<file path="config.mk">
export PLATFORM = sky130hd
export DESIGN_NAME = inference_sequencer
export DESIGN_NICKNAME = d
export VERILOG_FILES = /design/src/rtl/inference_sequencer.sv
export SDC_FILE = /design/constraint.sdc
export NUM_CORES = 1
export LEC_CHECK = 0
export CORE_ASPECT_RATIO = 0.7
export CORE_MARGIN = 2
export CORE_UTILIZATION = 47
export DETAILED_ROUTE_END_ITERATION = 8
export HOLD_SLACK_MARGIN = 0.06
export PLACE_DENSITY = 0.77
export SYNTH_ARGS = -nofsm -noshare
export SYNTH_HDL_FRONTEND = slang
export SYNTH_SLANG_ARGS = --single-unit
</file>
<file path="constraint.sdc">
create_clock -name clk -period 2.8 [get_ports clk]
set_input_delay 0.42 -clock clk [delete_from_list [all_inputs] [get_ports clk]]
set_output_delay 0.42 -clock clk [all_outputs]
set_load 0.05 [all_outputs]
</file>
<file path="src/rtl/inference_sequencer.sv">
// -----------------------------------------------------------------------------
// inference_sequencer
//
// Top-level scheduler for the time-multiplexed MNIST classifier. One shared
// MAC unit is sequenced through layer 1 (N_PIXELS inputs x N_HIDDEN neurons)
// and then layer 2 (N_HIDDEN inputs x N_OUT neurons). The block generates
// pixel, weight and hidden-RAM read addresses, delays the MAC strobes to
// match the memory read latency, writes hidden activations back, and tracks
// the argmax of the output layer.
//
// Optional feature (compile-time macro):
//   SEQ_RELU_EN  - when defined, hidden write data is ReLU(acc_in);
//                  when undefined, hidden write data is acc_in unchanged.
//
// Ports:
//   clk, rst      clock (rising edge) and synchronous active-high reset
//   start         request one inference (sampled only while idle)
//   busy          high from the cycle after an accepted start through DONE
//   pixel_addr    pixel ROM address (layer 1 term index, 0 in layer 2)
//   weight_addr   unified weight ROM address (running base + term index)
//   hid_raddr     hidden RAM read address (layer 2 term index)
//   layer         MAC operand mux select: 0 = layer 1, 1 = layer 2
//   mac_en        product valid at the MAC inputs this cycle
//   mac_first     with mac_en: load the product instead of accumulating
//   acc_in        registered MAC accumulator (signed)
//   hid_we        hidden RAM write strobe
//   hid_waddr     hidden RAM write address
//   hid_wdata     hidden RAM write data
//   digit         classified digit, held until the next DONE
//   digit_valid   one-cycle pulse accompanying a new digit
// -----------------------------------------------------------------------------
module inference_sequencer #(
  parameter int N_PIXELS = 784,
  parameter int N_HIDDEN = 10,
  parameter int N_OUT    = 10,
  parameter int MEM_LAT  = 2,
  parameter int ACC_W    = 24
) (
  input  logic                    clk,
  input  logic                    rst,
  input  logic                    start,
  output logic                    busy,
  output logic [9:0]              pixel_addr,
  output logic [12:0]             weight_addr,
  output logic [3:0]              hid_raddr,
  output logic                    layer,
  output logic                    mac_en,
  output logic                    mac_first,
  input  logic signed [ACC_W-1:0] acc_in,
  output logic                    hid_we,
  output logic [3:0]              hid_waddr,
  output logic signed [ACC_W-1:0] hid_wdata,
  output logic [3:0]              digit,
  output logic                    digit_valid
);

  localparam logic [9:0]  L1_LAST_TERM = 10'(N_PIXELS - 1);
  localparam logic [9:0]  L2_LAST_TERM = 10'(N_HIDDEN - 1);
  localparam logic [3:0]  L1_LAST_NEUR = 4'(N_HIDDEN - 1);
  localparam logic [3:0]  L2_LAST_NEUR = 4'(N_OUT - 1);
  localparam logic [12:0] L1_STEP      = 13'(N_PIXELS);
  localparam logic [12:0] L2_STEP      = 13'(N_HIDDEN);
  localparam logic [12:0] L2_BASE      = 13'(N_PIXELS * N_HIDDEN);
  localparam logic [7:0]  DRAIN_LAST   = 8'(MEM_LAT - 1);

  typedef enum logic [2:0] {
    S_IDLE,
    S_ISSUE,
    S_DRAIN,
    S_WB,
    S_DONE
  } state_t;

  // Hidden activation function; only the hidden write path uses it.
  function automatic logic signed [ACC_W-1:0] relu(input logic signed [ACC_W-1:0] v);
`ifdef SEQ_RELU_EN
    return (v < 0) ? '0 : v;
`else
    return v;
`endif
  endfunction

  state_t                   state_q, state_d;
  logic                     layer_q, layer_d;
  logic [3:0]               n_q, n_d;
  logic [9:0]               i_q, i_d;
  logic [7:0]               drain_q, drain_d;
  logic [12:0]              base_q, base_d;
  logic [MEM_LAT-1:0]       iss_q, iss_d;
  logic [MEM_LAT-1:0]       first_q, first_d;
  logic signed [ACC_W-1:0]  best_q, best_d;
  logic [3:0]               best_idx_q, best_idx_d;
  logic [3:0]               digit_q, digit_d;
  logic                     last_term;
  logic                     last_neur;

  always_comb begin
    last_term = layer_q ? (i_q == L2_LAST_TERM) : (i_q == L1_LAST_TERM);
    last_neur = layer_q ? (n_q == L2_LAST_NEUR) : (n_q == L1_LAST_NEUR);
  end

  always_comb begin
    state_d     = state_q;
    layer_d     = layer_q;
    n_d         = n_q;
    i_d         = i_q;
    drain_d     = drain_q;
    base_d      = base_q;
    best_d      = best_q;
    best_idx_d  = best_idx_q;
    digit_d     = digit_q;
    pixel_addr  = '0;
    weight_addr = '0;
    hid_raddr   = '0;
    hid_we      = 1'b0;
    hid_waddr   = '0;
    hid_wdata   = '0;
    digit_valid = 1'b0;
    iss_d       = iss_q;
    first_d     = first_q;

    // Stage p0: issue flags enter the read-latency delay line
    iss_d[0]   = 1'b0;
    first_d[0] = 1'b0;
    for (int k = 1; k < MEM_LAT; k++) begin
      iss_d[k]   = iss_q[k-1];
      first_d[k] = first_q[k-1];
    end

    case (state_q)
      S_IDLE: begin
        if (start) begin
          state_d = S_ISSUE;
          layer_d = 1'b0;
          n_d     = '0;
          i_d     = '0;
          base_d  = '0;
        end
      end

      S_ISSUE: begin
        iss_d[0]    = 1'b1;
        first_d[0]  = (i_q == '0);
        pixel_addr  = layer_q ? 10'd0 : i_q;
        hid_raddr   = layer_q ? i_q[3:0] : 4'd0;
        weight_addr = base_q + 13'(i_q);
        if (last_term) begin
          state_d = S_DRAIN;
          drain_d = '0;
        end else begin
          i_d = i_q + 10'd1;
        end
      end

      // Products of the last few issued terms are still in flight.
      S_DRAIN: begin
        if (drain_q == DRAIN_LAST) begin
          state_d = S_WB;
        end else begin
          drain_d = drain_q + 8'd1;
        end
      end

      S_WB: begin
        if (!layer_q) begin
          hid_we    = 1'b1;
          hid_waddr = n_q;
          hid_wdata = relu(acc_in);
        end else if ((n_q == '0) || (acc_in > best_q)) begin
          // Strict compare: ties keep the earlier (lower) index.
          best_d     = acc_in;
          best_idx_d = n_q;
        end
        i_d = '0;
        if (!last_neur) begin
          state_d = S_ISSUE;
          n_d     = n_q + 4'd1;
          base_d  = base_q + (layer_q ? L2_STEP : L1_STEP);
        end else if (!layer_q) begin
          state_d = S_ISSUE;
          layer_d = 1'b1;
          n_d     = '0;
          base_d  = L2_BASE;
        end else begin
          state_d = S_DONE;
          layer_d = 1'b0;
          digit_d = best_idx_d;
        end
      end

      S_DONE: begin
        digit_valid = 1'b1;
        state_d     = S_IDLE;
      end

      default: state_d = S_IDLE;
    endcase
  end

  // Stage p1..pMEM_LAT: control registers and delay line
  always_ff @(posedge clk) begin
    if (rst) begin
      state_q    <= S_IDLE;
      layer_q    <= 1'b0;
      n_q        <= '0;
      i_q        <= '0;
      drain_q    <= '0;
      base_q     <= '0;
      iss_q      <= '0;
      first_q    <= '0;
      best_idx_q <= '0;
      digit_q    <= '0;
    end else begin
      state_q    <= state_d;
      layer_q    <= layer_d;
      n_q        <= n_d;
      i_q        <= i_d;
      drain_q    <= drain_d;
      base_q     <= base_d;
      iss_q      <= iss_d;
      first_q    <= first_d;
      best_idx_q <= best_idx_d;
      digit_q    <= digit_d;
    end
  end

  // Best score is data; it is always loaded at output neuron 0.
  always_ff @(posedge clk) begin
    best_q <= best_d;
  end

  assign busy      = (state_q != S_IDLE);
  assign layer     = layer_q;
  assign mac_en    = iss_q[MEM_LAT-1];
  assign mac_first = first_q[MEM_LAT-1];
  assign digit     = digit_q;

endmodule

</file>
==> key figures <==
STA
  – Max_slew headroom: 0.602
  – Worst hold margin: around 430 ps
  – Hold Fails Final Rpt: 0
  – Setup violators final: 0
  – RSZ-0062 raised after global routing: yes
  – Fmax: between 300 and 400 MHz
  – Clock skew: 7.70 ps
  – Final min period: between 2000 and 3000 ps
  – Worst-Margin Slew: slightly below 600 ps
  – Max-slew violations: 0
  – Final Cycle Share: 0.985

GRT
  – Initial antenna violation count: 0
  – Vias in the first global route: between 4k and 5k
  – Pin count of the biggest net entering global routing: 35
  – Grt ovf: 0
  – All-Layer GR Usage: 0.238
  – Wire length of the first global-routing pass: roughly 20 mm

Worst setup path
  – Crit path launch type: flip-flop
  – CP Class: reg -> out
  – Data arrival time of the worst path: 2340 ps
  – CP endpoint kind: output pin
  – WP data required: around 2400 ps
  – Worst-path fanout max: 3

Finish
  – Area grow syn2layout: 44.6%
  – Layout cells sized above 1: 0.249
  – N_diodes: 0
  – Layout Nets: about 730
  – Number of fill cells in the layout: approximately 690

Routing
  – Drt first-iter violations: 258
  – Wire length on met2: between 5 and 6 mm
  – Metal-1 WL: between 5 and 6 mm
  – # DRC: 0
  – 1st-pass router iterations: 5
  – DR top layer: met4
  – Final WL: roughly 12 mm
  – Vias per inst: 5.57
  – DR WL met3: between 700 and 800 um
  – Mean routed wirelength per cell: 16.0 um
  – Detail Route Antenna Nets: 0
  – Via Count: 4338

Power and ir drop
  – Worst VDD drop: 386 uV
  – Total Power: between 0.003 and 0.004 W
  – Leak Pwr: 2.99 nW
  – Power per cell area: about 460 mW/mm2

Die
  – Ports: 92
  – Initial Util: 0.483
  – Core area: around 0.0097 mm2
  – Die area: 0.0108 mm2
  – Die H: a little under 90 um
  – # rows: 30
  – Die width: 123 um

Clock network
  – Clock slew at reported path FFs: roughly 50 ps
  – Inserted Clock Buffers: 9
  – Clk_lat worst skew: between 300 and 400 ps
  – CTS sink cnt: 74
  – TritonCTS clock tree: built
  – H-tree depth: 3
  – Root Buffer: clkbuf_16
  – CTS Buffer Depth: 2

Logic synthesis
  – FF+latch count, synth: between 70 and 80
  – Post-Syn Nets: roughly 600
  – Sequential fraction of the synthesis area: 0.368
  – Async set-reset flop share out of synthesis: 0
  – Post-synth EDFFs: 24
  – Synth Flop Type: dfxtp_1
  – Ys Warns: 0
  – Post-Synthesis Cells: 520
  – Mapped Avg Cell Area: between 9 and 10 um2
  – Post-synth design cell area: ~0.0047 mm2
  – Post-synthesis cell type count: between 60 and 70

Hold path
  – Worst Hold Class: reg -> reg

Run status
  – Status: finished clean

Flow run
  – Max-Cap Viols: 0

Placed design
  – DP Wirelength: approximately 9 mm
  – GP Congestion: about 0.85
  – Buffers on Ports: slightly above 90
logic make-up (layout without fill, tap and decap cells):
family / after synthesis / in the layout / share of synthesized area
AOI/OAI and AO/OA: 98 / 98 / 0.139
xor gates and xnor gates: 22 / 22 / 0.0412
adders and majority gates: 52 / 52 / 0.139
buffers and inverters: 57 / 188 / 0.0513
DFF: 74 / 74 / 0.368
muxes: 5 / 5 / 0.0107
and+or+nand+nor: 212 / 212 / 0.251
critical path: stages, from the launching register on:
cell and delay [ps]:
dfxtp_2 330, ha_4 240, a21o_1 180, a21oi_2 170
nand2b_4 180, a21oi_2 70, a211o_1 320, nand2_2 120
nor3b_4 220, buf_12 160
metal layers:
layer	up-vias	global-route usage
li1	2097	-
met1	2099	0.312
met2	126	0.387
met5	-	0
met4	0	0.0682
met3	16	0.0641
through the flow:
| stage | util | instances | setup TNS, ps | worst slack [ps] | area [um2] |
|---|---|---|---|---|---|
| floorplan | - | 520 | -26.8 | -26.8 | 4700 |
| global placement | 0.643 | 752 | -5020 | -192 | 6230 |
| detailed placement | 0.643 | 752 | -7970 | -282 | 6230 |
| CTS | 0.689 | 776 | 0 | 1.59 | 6670 |
| global route | 0.699 | 779 | -169 | -54.9 | 6770 |
| finish | 0.699 | 779 | 0 | 41.4 | 6770 |
sequential cells by signal, summed over array words and instances, names as in the netlist:
signal,cells
best_q,24
base_q,12
state_q,3
iss_q,2
digit,4
layer,1
i_q,10
best_idx_q,4
n_q,4
drain_q,8
first_q,2
final cells by class:
cell class                 instances  area [um2]  area share
multi-input combinational        389        2860       0.423
sequential                        74        1730       0.256
timing repair buffer             138        1570       0.232
clock buffer                      15         288      0.0425
tap                              128         160      0.0237
inverter                          34         128      0.0189
clock inverter                     1        30.0     0.00444
cells in the mapped netlist, types with 4 or more instances:
cell,count,share of area
o21ai_0,17,0.018
and3_1,34,0.045
a21oi_1,36,0.038
clkbuf_1,17,0.014
nand2b_1,10,0.013
nand3_1,10,0.011
xor2_1,18,0.034
edfxtp_1,24,0.15
xnor2_1,4,0.0075
dfxtp_1,50,0.21
a211o_1,4,0.0075
ha_1,52,0.14
mux2i_1,5,0.011
a22oi_1,5,0.0080
nand2_1,30,0.024
nor2_1,54,0.043
a211oi_1,5,0.0080
or3_1,6,0.0080
and2_1,8,0.011
nor3_1,11,0.012
a31oi_1,4,0.0053
a21o_1,9,0.014
nand4_1,11,0.015
nor2b_1,6,0.0080
inv_1,34,0.027
nor4_1,4,0.0053
where the power goes:
part,internal (W),switching (W)
logic,0.000306,0.000419
registers,0.00114,0.0000451
clock network,0.000788,0.000425
what timing repair did:
action,4_1_cts,5_1_grt
resized for setup,14,17
endpoints found under the setup margin,8,37
pin swaps,4,6
cloned,0,0
hold buffers,0,0
buffers inserted,8,3
placed cells by master, fill, tap and decap left out, types with 11 or more instances in the layout:
cell type        instances
nand2_1                 29
a21oi_1                 32
nand4_1                 11
clkdlybuf4s50_1         38
o21ai_0                 17
ha_1                    48
buf_4                   63
inv_1                   34
buf_12                  34
nor2_1                  50
xor2_1                  17
and3_1                  33
dfxtp_1                 46
edfxtp_1                24
path summary, 6_finish.rpt:
check	start	to	slack [ps]	cells after the start
hold reg to reg	iss_q[0]	iss_q[1]	430	1
setup / recovery	i_q[2]	weight_addr[10]	40	9
setup reg to reg	best_q[11]	best_q[20]	300	10
hold / removal	iss_q[0]	iss_q[1]	430	1
Power figures use the tool's default switching activity.
